<file path="config.mk">
export PLATFORM = sky130hd
export DESIGN_NAME = nvram_shadow_store
export DESIGN_NICKNAME = d
export VERILOG_FILES = /design/src/rtl/nvram_shadow_store.sv
export SDC_FILE = /design/constraint.sdc
export NUM_CORES = 2
export LEC_CHECK = 0
export ABC_AREA = 1
export BUFFER_PORTS_ARGS = -buffer_cell sky130_fd_sc_hd__buf_2
export CAP_MARGIN = 20
export CORE_ASPECT_RATIO = 1.75
export CORE_MARGIN = 3
export CORE_UTILIZATION = 26
export CTS_BUF_LIST = sky130_fd_sc_hd__clkbuf_16
export CTS_CLUSTER_DIAMETER = 100
export DETAILED_ROUTE_END_ITERATION = 8
export PLACE_DENSITY = 0.48
export REMOVE_ABC_BUFFERS = 1
export SETUP_SLACK_MARGIN = 0.3
export SYNTH_ARGS = -nofsm -noshare
export SYNTH_HDL_FRONTEND = slang
export SYNTH_SLANG_ARGS = --single-unit
export TNS_END_PERCENT = 5
</file>
<file path="constraint.sdc">
create_clock -name clk -period 10 [get_ports clk]
set_input_delay 0.5 -clock clk [delete_from_list [all_inputs] [get_ports clk]]
set_output_delay 0.5 -clock clk [all_outputs]
set_load 0.02 [all_outputs]
</file>
<file path="src/rtl/nvram_shadow_store.sv">
// nvram_shadow_store: DEPTH x DATA_W SRAM with a non-volatile shadow copy, whole-array STORE/RECALL sequencer.
// Optional `NVRAM_WRITE_PROTECT_EN adds a wp input that blocks CPU writes and store requests.
module nvram_shadow_store #(
    parameter int                 DATA_W     = 4,
    parameter int                 ADDR_W     = 8,
    parameter int                 STORE_WAIT = 16,
    parameter logic [DATA_W-1:0]  INIT_VAL   = '1
) (
    input  logic              clk,
    input  logic              reset_n,
    input  logic [ADDR_W-1:0] a,
    input  logic [DATA_W-1:0] i,
    output logic [DATA_W-1:0] o,
    input  logic              ce_n,
    input  logic              rw_n,
    input  logic              store_n,
    input  logic              recall_n,
`ifdef NVRAM_WRITE_PROTECT_EN
    input  logic              wp,
`endif
    output logic              busy,
    output logic              dirty
);
    localparam int DEPTH = 2 ** ADDR_W;
    localparam int WCNT_W = STORE_WAIT > 1 ? $clog2(STORE_WAIT) : 1;
    localparam logic [ADDR_W-1:0] LAST = '1;
    localparam logic [WCNT_W-1:0] WLAST = WCNT_W'(STORE_WAIT > 0 ? STORE_WAIT - 1 : 0);
    typedef enum logic [1:0] {IDLE, RECALL, STORE, SWAIT} state_t;
    state_t              state;
    logic [ADDR_W-1:0]   cnt;
    logic [WCNT_W-1:0]   wcnt;
    logic                store_q, recall_q;
    logic                wp_on, store_req, recall_req, cpu_wr;
    logic [DATA_W-1:0]   sram [DEPTH];
    // The shadow models EEPROM contents, so it starts at INIT_VAL and is never reset.
    logic [DATA_W-1:0]   shadow [DEPTH] = '{default: INIT_VAL};
`ifdef NVRAM_WRITE_PROTECT_EN
    assign wp_on = wp;
`else
    assign wp_on = 1'b0;
`endif
    assign store_req  = store_q & ~store_n & ~wp_on;
    assign recall_req = recall_q & ~recall_n;
    assign cpu_wr     = (state == IDLE) & ~ce_n & ~rw_n & ~wp_on;
    always_ff @(posedge clk or negedge reset_n) begin
        if (!reset_n) begin
            state    <= RECALL;
            cnt      <= '0;
            wcnt     <= '0;
            busy     <= 1'b1;
            dirty    <= 1'b0;
            o        <= '0;
            store_q  <= 1'b1;
            recall_q <= 1'b1;
        end else begin
            store_q  <= store_n;
            recall_q <= recall_n;
            o        <= sram[a];
            case (state)
                IDLE: begin
                    if (cpu_wr) dirty <= 1'b1;
                    if (recall_req) begin
                        state <= RECALL;
                        cnt   <= '0;
                        busy  <= 1'b1;
                    end else if (store_req) begin
                        state <= STORE;
                        cnt   <= '0;
                        busy  <= 1'b1;
                    end
                end
                RECALL: begin
                    cnt <= cnt + 1'b1;
                    if (cnt == LAST) begin
                        state <= IDLE;
                        busy  <= 1'b0;
                        dirty <= 1'b0;
                    end
                end
                STORE: begin
                    cnt <= cnt + 1'b1;
                    if (cnt == LAST) begin
                        if (STORE_WAIT == 0) begin
                            state <= IDLE;
                            busy  <= 1'b0;
                            dirty <= 1'b0;
                        end else begin
                            state <= SWAIT;
                            wcnt  <= '0;
                        end
                    end
                end
                default: begin
                    wcnt <= wcnt + 1'b1;
                    if (wcnt == WLAST) begin
                        state <= IDLE;
                        busy  <= 1'b0;
                        dirty <= 1'b0;
                    end
                end
            endcase
        end
    end
    always_ff @(posedge clk) begin
        if (cpu_wr) sram[a] <= i;
        else if (state == RECALL) sram[cnt] <= shadow[cnt];
        if (state == STORE) shadow[cnt] <= sram[cnt];
    end
`ifdef SIMULATION
    always @(posedge clk) begin
        if (reset_n && cpu_wr && $isunknown(i)) begin
            $display("nvram_shadow_store: CPU write of X data to %h", a);
            $finish;
        end
        if (reset_n && !busy && !ce_n && rw_n && $isunknown(sram[a])) begin
            $display("nvram_shadow_store: read of X data from %h", a);
            $finish;
        end
    end
`endif
endmodule

</file>
==> results_dict.tcl <==
set metrics [dict create \
    clkTransAtPathRegs_ps 70 \
    insertion_delay_ps 890 \
    synth.top_cell.area_share_pct 63.8 \
    io_pins 24 \
    fin_skew_ps 67.7 \
    yosys.area.top_type "edfxtp_1" \
    critPathRequiredTime_ps 10540 \
    path_common_cell "nand2_1" \
    grt_pass1_wl_um 511000 \
    row_count 295 \
    setup_tns_ps 0 \
    rsz0062_at_grt "no" \
    finalSetupViolCount 0 \
    hold_ws_ps 128 \
    seq_area_frac_synth_pct 64.4 \
    cts_buffers 191 \
    post_cts_resized 0 \
    wl_per_cell_um 24.2 \
    antenna_found_initial 10 \
    crit_arrival_ps 6360 \
    worst_path_largest_cell_delay_ps 770 \
    status "completed" \
    grt_pass1_vias 72800 \
    dieArea_um2 378000 \
    netlist_area_um2 96400 \
    ys_top_cells_by_area "edfxtp_1 (64%), nand2_1 (11%), nor2_1 (6.6%)" \
    synth_top_flop_cell "edfxtp_1" \
    rr_startpoint "cnt[0]$_DFFE_PN0P_" \
    worst_pin_slew_ps 1150 \
    final_util_pct 29.2 \
    worstSetupPathType "reg2reg" \
    multi_input_area_um2 30000 \
    vias_per_cell 4.87 \
    yosys_warnings 0 \
    min_path_type "in2reg" \
    cts-root-buf "clkbuf_16" \
    area_growth_pct 11.7 \
    grt_max_degree 173 \
    grt_usage_pct 18.4 \
    vdd_drop_max_mv 0.432 \
    first_iter_violations 5438 \
    nNetsFinal 9914 \
    synth_seq_cells 2070 \
    gp_congestion 0.849 \
    crit_path_top_delay_cell "buf_4" \
    port-buffer-count 23 \
    start_util_pct 26.1 \
    yosysMostFrequentCell "nand2_1" \
    p_per_area_nw_per_um2 289 \
    design_area_um2 108000 \
    crit_family "buffers and inverters" \
    routed_wl_um 361000 \
    dieHeight_um 811 \
    synth_edf_count 2048 \
    avgSynthCellArea_um2 9.45 \
    crit_start "cnt[0]$_DFFE_PN0P_" \
    power.total_mw 31.1 \
    drv_cap 0 \
    pre_cts_ws_ps 4190 \
    final_cells 14900 \
    path_cells "buf_4, buf_12, buf_4, o21ai_0, o21ai_0, nand2_1, nand2_1, nor2_1, nor2_1, nor2_1, nand2_1, nand2_1, nand2_1, nor2_1, nor2_4, buf_4, buf_4" \
    fillers 38700 \
    fin_crit_sh_pct 58.2 \
    dpl_cell_area_um2 101000 \
    hold_start "a[6]" \
    dpl.hpwl_um 224000 \
    drc_errors 0 \
    overflow 0 \
    worst_slack_ps 4180 \
    dp_cells 14600 \
    ys_top_cells_by_count "nand2_1 (2,942), edfxtp_1 (2,048), nor2_1 (1,695)" \
    path_max_fanout 141 \
    die_w_um 466 \
    cts_tree "done" \
    drt_pass1_iterations 6 \
    crit_buf_inv 5 \
    power.leakage_nw 38.6 \
    vias 72800 \
    coreArea_um2 369000 \
    critPathCaptureType "register" \
    hold_viol_final 0 \
    synthDistinctLibCells 33 \
    final.min_clock_period_ps 5820 \
    async_reset_ff_share_pct 1.06 \
    htreeDepth 4 \
    final_antenna_net_count 0 \
    drive_above_1_share_pct 5.18 \
    r2r_setup_slack_ps 4180 \
    clock_sink_count 2070 \
    clockBufferDepth 4 \
    seq_area_um2 62100 \
    crit_path_start_kind "register" \
    slew_headroom_pct 23.4 \
    synthCells 10200 \
    slew_violations 0 \
    max_freq_mhz 172 \
]
[layout by cell type (no fill, tap or decap), drive strengths merged]
master / netlist / routed
a211oi: 2 / 2
nor4: 1 / 1
dlygate4sd3: 0 / 6
nor2: 1696 / 1696
bufinv: 0 / 20
o211ai: 6 / 6
edfxtp: 2048 / 2048
o21ai: 960 / 960
clkinvlp: 0 / 18
a21oi: 42 / 42
inv: 398 / 433
or2: 1 / 1
diode: 0 / 2
nor3b: 2 / 2
nand2: 2942 / 2942
buf: 365 / 180
clkinv: 10 / 84
o22ai: 179 / 179
a21boi: 2 / 2
nand4: 33 / 33
nand3: 1135 / 1135
nor3: 19 / 19
dfstp: 4 / 4
ha: 8 / 8
clkbuf: 328 / 194
dfrtp: 18 / 18
and2: 3 / 3
[state kept, by name (all words and copies together), names as in the netlist]
name and cells:
busy 1, cnt 8, dirty 1, o 4
recall_q 1, shadow 1024, sram 1024, state 2
store_q 1, wcnt 4
[worst paths after layout]
path                       cells after the start               endpoint
setup / recovery                              17  sram[28][2]$_DFFE_PP_
hold / removal                                 4         o[3]$_DFF_PN0_
setup reg to reg                              17  sram[28][2]$_DFFE_PP_
hold reg to reg                                2       busy$_DFFE_PN1P_
max in group asynchronous                      2     cnt[0]$_DFFE_PN0P_
min in group asynchronous                      2         o[3]$_DFF_PN0_
[kinds of logic (layout without fill, tap and decap cells)]
group | count (synthesis) | count (layout) | synth area share [%]
other cells | 0 | 2 | 0
simple gates | 5832 | 5832 | 24.3
flops | 2070 | 2070 | 64.4
compound gates | 1191 | 1191 | 6.45
fa+ha+maj | 8 | 8 | 0.104
buf+inv | 1101 | 935 | 4.74
[worst reg2reg max path, cell delays in order (launching register included)]
cell	delay (ps)
dfrtp_4	660
buf_4	630
buf_12	540
buf_4	750
o21ai_0	220
o21ai_0	220
nand2_1	80
nand2_1	90
nor2_1	50
nor2_1	100
nor2_1	60
nand2_1	80
nand2_1	70
nand2_1	70
nor2_1	60
nor2_4	70
buf_4	770
buf_4	840
[final cells by class]
class | instances | area share (%)
diodes | 2 | 0.00465
clock inverters | 147 | 1.15
flip-flops and latches | 2070 | 57.7
well taps | 4900 | 5.70
repair buffers | 186 | 1.69
inverters | 408 | 1.46
multi-input cells | 7031 | 27.8
clock buffers | 194 | 4.51
[timing repair]
item / 4_1_cts / 5_1_grt
endpoints found under the hold margin: 25 / 0
buffers inserted: 0 / 0
hold buffers: 6 / 0
[report_power, final]
group	switching, mW	total [mW]	leakage (nW)	internal, mW
logic	9.10	11.3	16.9	2.19
registers	0.0770	12.4	18.7	12.4
clock network	3.37	7.42	3.08	4.04
[layer usage]
layer	vias up	global-route usage (%)	wire length, um
li1	33800	-	-
met1	35600	18.4	121000
met2	2375	34.0	188000
met3	948	1.99	16300
met4	14	15.4	35100
met5	-	0	92
(Power assumes the default switching activity.)
